$ cat config.mk
export PLATFORM = sky130hd
export DESIGN_NAME = teclado_cmd_parser
export DESIGN_NICKNAME = d
export VERILOG_FILES = /design/src/rtl/teclado_cmd_parser.sv
export SDC_FILE = /design/constraint.sdc
export NUM_CORES = 1
export LEC_CHECK = 0
export ABC_AREA = 1
export CAP_MARGIN = 10
export CORE_ASPECT_RATIO = 1.2
export CORE_MARGIN = 3
export CORE_UTILIZATION = 55
export CTS_CLUSTER_DIAMETER = 30
export CTS_CLUSTER_SIZE = 10
export DETAILED_ROUTE_END_ITERATION = 8
export PLACE_DENSITY_LB_ADDON = 0.3
export RECOVER_POWER = 25
export REMOVE_ABC_BUFFERS = 1
export SETUP_SLACK_MARGIN = 0.1
export SYNTH_ARGS = -nofsm -noshare
export SYNTH_HDL_FRONTEND = slang
export SYNTH_SLANG_ARGS = --single-unit
$ cat constraint.sdc
create_clock -name clk -period 8.5 [get_ports clk]
set_clock_uncertainty 0.1 [all_clocks]
set_input_delay 0.85 -clock clk [delete_from_list [all_inputs] [get_ports clk]]
set_output_delay 0.85 -clock clk [all_outputs]
set_load 0.05 [all_outputs]
$ cat src/rtl/teclado_cmd_parser.sv
// teclado_cmd_parser
//   Turns the ASCII byte stream from the Bluetooth UART receiver into painter
//   commands. A line is a 2-letter mnemonic, optionally followed by ",X,Y",
//   and ends with LF. CR is ignored everywhere. Malformed lines are dropped.
//   A line left half-finished for TIMEOUT_CYC idle cycles is also dropped.
//
// Ports
//   clk, rst_n          clock, async active-low reset
//   rx_data, rx_valid   byte from the UART receiver and its one-cycle strobe
//   cmd_valid           one-cycle pulse, the cycle after the terminating LF
//   cmd_id, x, y        command code and coordinates, held until the next pulse
//   err_valid, err_code only with TECLADO_CMD_PARSER_ERR_EN defined:
//                       1 = syntax/mnemonic, 2 = range/digit count, 3 = timeout
//
// Build option: `define TECLADO_CMD_PARSER_ERR_EN adds the error report ports.

module teclado_cmd_parser #(
  parameter int COORD_W     = 7,
  parameter int MAX_DIGITS  = 3,
  parameter int TIMEOUT_CYC = 500000
) (
  input  logic               clk,
  input  logic               rst_n,
  input  logic [7:0]         rx_data,
  input  logic               rx_valid,
  output logic               cmd_valid,
  output logic [3:0]         cmd_id,
  output logic [COORD_W-1:0] x,
  output logic [COORD_W-1:0] y
`ifdef TECLADO_CMD_PARSER_ERR_EN
  ,
  output logic               err_valid,
  output logic [1:0]         err_code
`endif
);

  localparam int TW = $clog2(TIMEOUT_CYC + 1);
  localparam int DW = $clog2(MAX_DIGITS + 1);
  localparam logic [TW-1:0] TMO_MAX   = TW'(TIMEOUT_CYC);
  localparam logic [DW-1:0] DIG_MAX   = DW'(MAX_DIGITS);
  localparam logic [13:0]   COORD_MAX = 14'((1 << COORD_W) - 1);

  typedef enum logic [2:0] {IDLE, M1, M2, XD, YD, DISCARD} state_t;

  state_t               state;
  logic [7:0]           c1;       // first mnemonic char, already upper-cased
  logic [3:0]           code;     // looked-up command code for this line
  logic [9:0]           acc;      // decimal accumulator for the current field
  logic [DW-1:0]        ndig;     // digits seen in the current field
  logic [COORD_W-1:0]   x_acc;    // finished X field
  logic [TW-1:0]        tmo_cnt;

  // Byte classification
  logic [7:0]  up_c;
  logic        is_letter, is_digit, is_lf, is_cr, is_comma;
  logic [3:0]  mnem;
  logic [13:0] acc_nxt;
  logic        dig_err;
  logic        fault_syn, fault_rng, fault;

  function automatic logic [3:0] mnem_lookup(input logic [15:0] p);
    case (p)
      16'h5550: return 4'd1;  // UP
      16'h444E: return 4'd2;  // DN
      16'h4C46: return 4'd3;  // LF
      16'h5254: return 4'd4;  // RT
      16'h5054: return 4'd5;  // PT
      16'h4552: return 4'd6;  // ER
      16'h434C: return 4'd7;  // CL
      16'h434F: return 4'd8;  // CO
      default:  return 4'd0;  // 0 marks an unknown pair
    endcase
  endfunction

  // Clearing bit 5 folds a-z onto A-Z; no other byte lands in 'A'..'Z'.
  assign up_c      = rx_data & 8'hDF;
  assign is_letter = (up_c >= 8'h41) && (up_c <= 8'h5A);
  assign is_digit  = (rx_data >= 8'h30) && (rx_data <= 8'h39);
  assign is_lf     = (rx_data == 8'h0A);
  assign is_cr     = (rx_data == 8'h0D);
  assign is_comma  = (rx_data == 8'h2C);
  assign mnem      = mnem_lookup({c1, up_c});

  // acc never holds more than COORD_MAX, so 14 bits cannot overflow here.
  assign acc_nxt = ({4'd0, acc} * 14'd10) + {10'd0, rx_data[3:0]};
  assign dig_err = (ndig == DIG_MAX) || (acc_nxt > COORD_MAX);

  // Does the current byte break the line? Range/digit faults outrank syntax.
  always_comb begin
    fault_syn = 1'b0;
    fault_rng = 1'b0;
    if (rx_valid && !is_cr) begin
      case (state)
        IDLE: fault_syn = !is_lf && !is_letter;
        M1:   fault_syn = !is_letter || (mnem == 4'd0);
        M2:   fault_syn = !is_lf && !is_comma;
        XD:   if (is_digit) fault_rng = dig_err;
              else          fault_syn = !(is_comma && (ndig != '0));
        YD:   if (is_digit) fault_rng = dig_err;
              else          fault_syn = !(is_lf && (ndig != '0));
        default: ;
      endcase
    end
  end
  assign fault = fault_syn | fault_rng;

  always_ff @(posedge clk or negedge rst_n) begin
    if (!rst_n) begin
      state     <= IDLE;
      c1        <= '0;
      code      <= '0;
      acc       <= '0;
      ndig      <= '0;
      x_acc     <= '0;
      tmo_cnt   <= '0;
      cmd_valid <= 1'b0;
      cmd_id    <= '0;
      x         <= '0;
      y         <= '0;
`ifdef TECLADO_CMD_PARSER_ERR_EN
      err_valid <= 1'b0;
      err_code  <= '0;
`endif
    end else begin
      cmd_valid <= 1'b0;
`ifdef TECLADO_CMD_PARSER_ERR_EN
      err_valid <= 1'b0;
`endif
      if (rx_valid) begin
        // A byte always beats an expiring timeout.
        tmo_cnt <= '0;
        if (fault) begin
          // When the offending byte is itself the LF, the line is already
          // over, so skip DISCARD rather than swallow the next line.
          state <= is_lf ? IDLE : DISCARD;
`ifdef TECLADO_CMD_PARSER_ERR_EN
          err_valid <= 1'b1;
          err_code  <= fault_rng ? 2'd2 : 2'd1;
`endif
        end else if (!is_cr) begin
          case (state)
            IDLE: if (is_letter) begin
              c1    <= up_c;
              state <= M1;
            end
            M1: begin
              code  <= mnem;
              state <= M2;
            end
            M2: if (is_lf) begin
              cmd_valid <= 1'b1;
              cmd_id    <= code;
              x         <= '0;
              y         <= '0;
              state     <= IDLE;
            end else begin
              acc   <= '0;
              ndig  <= '0;
              state <= XD;
            end
            XD: if (is_digit) begin
              acc  <= acc_nxt[9:0];
              ndig <= ndig + DW'(1);
            end else begin
              x_acc <= acc[COORD_W-1:0];
              acc   <= '0;
              ndig  <= '0;
              state <= YD;
            end
            YD: if (is_digit) begin
              acc  <= acc_nxt[9:0];
              ndig <= ndig + DW'(1);
            end else begin
              cmd_valid <= 1'b1;
              cmd_id    <= code;
              x         <= x_acc;
              y         <= acc[COORD_W-1:0];
              state     <= IDLE;
            end
            DISCARD: if (is_lf) state <= IDLE;
            default: state <= IDLE;
          endcase
        end
      end else if (state == IDLE) begin
        tmo_cnt <= '0;
      end else if (tmo_cnt == TMO_MAX) begin
        state <= IDLE;
`ifdef TECLADO_CMD_PARSER_ERR_EN
        err_valid <= 1'b1;
        err_code  <= 2'd3;
`endif
      end else begin
        tmo_cnt <= tmo_cnt + TW'(1);
      end
    end
  end

endmodule

; ---- Yosys cells after proc, flatten, opt, wreduce, memory -nomap -nowiden
; Index checks and enable logic that the tools add are counted.
[totals]
regBits = 71
latch_bits = 0
ram_bits = 0
romBits = 0
in_bits = 11
out_inout_bits = 19
word_cells = 126
memories = 0
[op_classes]
addsub = 3
n_mul = 1
n_div = 0
magnitude_cmp = 5
eq_ne = 29
shifts = 0
n_mux = 45
n_bitwise = 4
reduce_logical = 28
[ops]
columns = op, count
row1 = $eq A14 B13 Y1 const B, 8
row2 = $mux W19, 3
row3 = $pmux W4 S8, 1
row4 = $mux W10, 3
row5 = $mux W3, 10
row6 = $pmux W10 S3, 1
row7 = $pmux W7 S2, 2
row8 = $mux W7, 3
row9 = $add A19 B1 Y19 const B, 1
row10 = $eq A19 B19 Y1 const B, 1
row11 = $pmux W3 S6, 1
row12 = $eq A8 B4 Y1 const B, 2
row13 = $ne A4 B4 Y1 const B, 4
row14 = $add A14 B4 Y14, 1
row15 = $gt A14 B7 Y1 const B, 1
row16 = $mul A10 B3 Y13 const B, 1
row17 = $reduce_and A6 Y1, 2
row18 = $mux W1, 11
row19 = $ne A2 B2 Y1 const B, 5
row20 = $reduce_and A5 Y1, 2
row21 = $eq A8 B6 Y1 const B, 1
row22 = $ge A8 B6 Y1 const B, 1
row23 = $ge A8 B7 Y1 const B, 1
row24 = $le A8 B6 Y1 const B, 1
row25 = 26 further kinds, 48

; ---- Longest topological paths before layout
[logic_depth]
ltp_word = 10
ltp_mapped = 23
ltp_nobuf = 23

; ---- Worst setup path after synthesis
; Ideal clock, no wire load.
[synth_timing]
kind = register to register
start = reg acc[1]
end = reg x_acc[3]
setup_ns = 0.117
t_arrival_ns = 2.925
setup_slack_ns = 5.357
path_stages_with_launch = 20
n_path_buf = 1
period_less_slack_ns = 3.143
path_cell_list = dfrtp_1 -> ha_1 -> ha_1 -> inv_1 -> fa_1 -> inv_1 -> nand3_1 -> nor2_1 -> nand3_2 -> nor2_2 -> nand2_1 -> nand2_1 -> nand2_1 -> nor2_2 -> nand3_2 -> a21oi_4 -> nand3_4 -> buf_6 -> nand2_1 -> o21ai_2
[synth_via]
elab_chain_cells = 10
[synth_lines]
columns = element, line_no
row1 = start: declaration, 48  ; logic [9:0] acc;
row2 = start signal: assignment, 162  ; acc <= acc_nxt[9:0];
row3 = start signal: assignment, 171  ; acc <= acc_nxt[9:0];
row4 = $mul A10 B3 Y13, 85  ; assign acc_nxt = ({4'd0, acc} * 14'd10) + {10'd0, rx_data[3:0]};
row5 = $add A14 B4 Y14, 85
row6 = $gt A14 B7 Y1, 86  ; assign dig_err = (ndig == DIG_MAX) || (acc_nxt > COORD_MAX);
row7 = $logic_or A1 B1 Y1, 86
row8 = $mux W1, "97, 99"
row9 = $mux W1, --
row10 = $mux W1, 92  ; if (rx_valid && !is_cr) begin
row11 = $or A1 B1 Y1, 105  ; assign fault = fault_syn | fault_rng;
row12 = $not A1 Y1 (no source line), --
row13 = $reduce_and A5 Y1 (no source line), --
row14 = end signal: assignment, 165  ; x_acc <= acc[COORD_W-1:0];
row15 = end: declaration, 50  ; logic [COORD_W-1:0] x_acc;
; Every way passes these cells.
; A chain may end at the register's enable or synchronous reset.

==> results_dict.tcl <==
set metrics [dict create \
    crit_path_end "tmo_cnt[14]" \
    use_met2_pct 37.75 \
    synth_top_flop_cell "dfrtp_1" \
    first_global_vias 3925 \
    grt_pass1_wl_um 17170 \
    r2r_start "acc[1]" \
    crit_start "rst_n" \
    register_area_um2 1777 \
    yosysWarnings 0 \
    leakage_nw 2.557 \
    detail-route-antenna-nets 0 \
    worst_path_max_delay_cell "clkbuf_1" \
    vias 4170 \
    fmax_mhz 247.3 \
    synth_top_cell_by_area "dfrtp_1" \
    ios 30 \
    finalSetupViolations 0 \
    core.rowCount 36 \
    clkSinkCount 71 \
    p_total_mw 1.030 \
    drc_errors 0 \
    clk_latency_ps 350 \
    fill_cells 749 \
    syn-instance-count 626 \
    grt_antenna_before_repair 0 \
    end_kind "async pin" \
    postCtsResizedCells 0 \
    ys_top_cells_by_area "dfrtp_1 38%, nand2_1 15%, inv_1 6.7%" \
    gp_congestion 0.9254 \
    crit_path_max_incr_delay_ps 2590 \
    cts_tree "built" \
    finish.net_count 694 \
    hold_viol_final 0 \
    cp.depth 2 \
    r2r_end "ndig[0]" \
    cts_buffer_depth 2 \
    grtUsageMet1_pct 26.71 \
    initial_core_util_pct 57.13 \
    dpl-instance-area_um2 5035 \
    antenna_cells 0 \
    worstPathCellList "buf_2 -> clkbuf_1" \
    drt_iter0_markers 196 \
    grt_start_max_net_pins 72 \
    syn_area_um2 4683 \
    rsz0062_at_grt "false" \
    path_buf_inv 2 \
    vdd.ir_drop.worst_mv 0.07913 \
    multi_input_area_um2 2489 \
    cts-buffers-inserted 9 \
    cp.arrival_ps 3550 \
    slew_headroom_pct -146.8 \
    powerDensity_nw_per_um2 196.0 \
    netlist.area_leader.share_pct 37.94 \
    grt_use_total_pct 21.64 \
    clkTransAtPathRegs_ps 80 \
    cap_violations 1 \
    synth_edf_count 0 \
    dr.pass1.iters 5 \
    r2r_slack_ps 4890 \
    cts.htree.levels 3 \
    worstSetupPathType "input port to async pin" \
    asyncSetResetFlopFracSynth_pct 100.0 \
    fin_crit_ps 4044 \
    fp.dieH_um 107.1 \
    setup.worst_path.start_class "input port" \
    port_buffers 29 \
    synth_common_cells "182 x nand2_1, 84 x inv_1, 71 x dfrtp_1" \
    cts_hold_buf 0 \
    routed_via_density 5.367 \
    hold_path.class "register to register" \
    critical_path_required_ps 8010 \
    period_share_pct 47.58 \
    hpwl_um 7459 \
    grtUsageMet3_pct 3.509 \
    status "finished, violations left" \
    synthToLayoutAreaGrowth_pct 12.21 \
    drt_wl_total_um 9835 \
    hold_ws_ps 355.1 \
    cts_setup_buffers 0 \
    stdcell_count 777 \
    avgSynthCellArea_um2 7.481 \
    die_area_um2 9663 \
    grt-ovfl-total 0 \
    drive_gt1_share_pct 11.31 \
    tns_ps 0 \
    yosysSeqAreaShare_pct 37.94 \
    violations "max-capacitance violations, max-slew violations" \
    critPathMaxFanout 71 \
    crit_family "buffers and inverters" \
    worstMarginPinSlew_ps 3701 \
    clockRootBuffer "clkbuf_8" \
    design_area_um2 5255 \
    busiest_layer "met2" \
    ys_ff_latch 71 \
    synth_most_common_cell "nand2_1" \
    reg2reg_depth 18 \
    core_region_area_um2 8198 \
    wl_per_cell_um 12.66 \
    synth_cell_types 39 \
    placed_cells 761 \
    maxSlewViolCount 72 \
    die_w_um 90.24 \
]
-- area by class of cell --
| class | count | area share, % |
|---|---|---|
| inverters | 89 | 6.357 |
| clock inverters | 3 | 1.238 |
| repair buffers | 30 | 5.500 |
| flip-flops and latches | 71 | 33.81 |
| clock buffers | 13 | 3.024 |
| well taps | 114 | 2.714 |
| multi-input cells | 457 | 47.36 |
-- logic make-up (layout without fill, tap and decap cells) --
| group | Yosys count | after routing | synth area share, % |
|---|---|---|---|
| and+or+nand+nor | 350 | 350 | 33.90 |
| buffers and inverters | 98 | 135 | 8.923 |
| adders and majority gates | 25 | 25 | 7.000 |
| AOI/OAI and AO/OA | 77 | 77 | 11.30 |
| DFF | 71 | 71 | 37.94 |
| xor gates and xnor gates | 5 | 5 | 0.9352 |
-- worst min path at each step --
| stage | start | end | slack, ps | depth (start not counted) |
|---|---|---|---|---|
| detailed placement | c1[6] | c1[6] | 340 | 2 |
| floorplan | c1[6] | c1[6] | 320 | 2 |
| global route | c1[6] | c1[6] | 400 | 2 |
| finish | c1[6] | c1[6] | 360 | 2 |
| CTS | c1[6] | c1[6] | 360 | 2 |
| global placement | c1[6] | c1[6] | 340 | 2 |
-- layer usage --
metal / vias to the layer above / wire length (um)
met1: 1934 / 4461
met3: 25 / 356
li1: 2117 / -
met5: - / 0
met4: 0 / 252
met2: 94 / 4765
-- layout by cell type (no fill, tap or decap), drive strengths merged --
master / netlist / routed
nor4: 10 / 10
o41ai: 1 / 1
o21ai: 52 / 52
a21oi: 18 / 18
o2111ai: 2 / 2
xor2: 3 / 3
a31oi: 1 / 1
xnor2: 2 / 2
o211ai: 1 / 1
bufinv: 0 / 2
nand4: 20 / 20
clkinv: 1 / 2
nor3b: 2 / 2
nand2: 191 / 191
dlygate4sd3: 0 / 1
nor3: 20 / 20
clkbuf: 1 / 14
dfrtp: 71 / 71
nand3: 47 / 47
fa: 2 / 2
inv: 88 / 88
nand3b: 2 / 2
nor2: 55 / 55
clkdlybuf4s50: 0 / 27
ha: 23 / 23
or2: 3 / 3
a211oi: 2 / 2
buf: 8 / 1
-- state kept, by name, summed over array words and instances (netlist names) --
name	cells
cmd_valid	1
code	4
cmd_id	4
x	7
tmo_cnt	19
acc	10
state	3
x_acc	7
c1	7
y	7
ndig	2
-- where the power goes --
| group | internal [mW] | switching, mW |
|---|---|---|
| sequential | 0.374 | 0.0388 |
| clock | 0.181 | 0.122 |
| combinational | 0.102 | 0.212 |
-- metrics by stage --
stage	setup slack, ps	util, %
3_5_place_dp	4512	61.42
4_1_cts	4881	64.15
3_3_place_gp	4665	61.42
5_1_grt	3654	64.10
2_1_floorplan	5265	-
6_report	4456	64.10
Power figures use the tool's default switching activity.
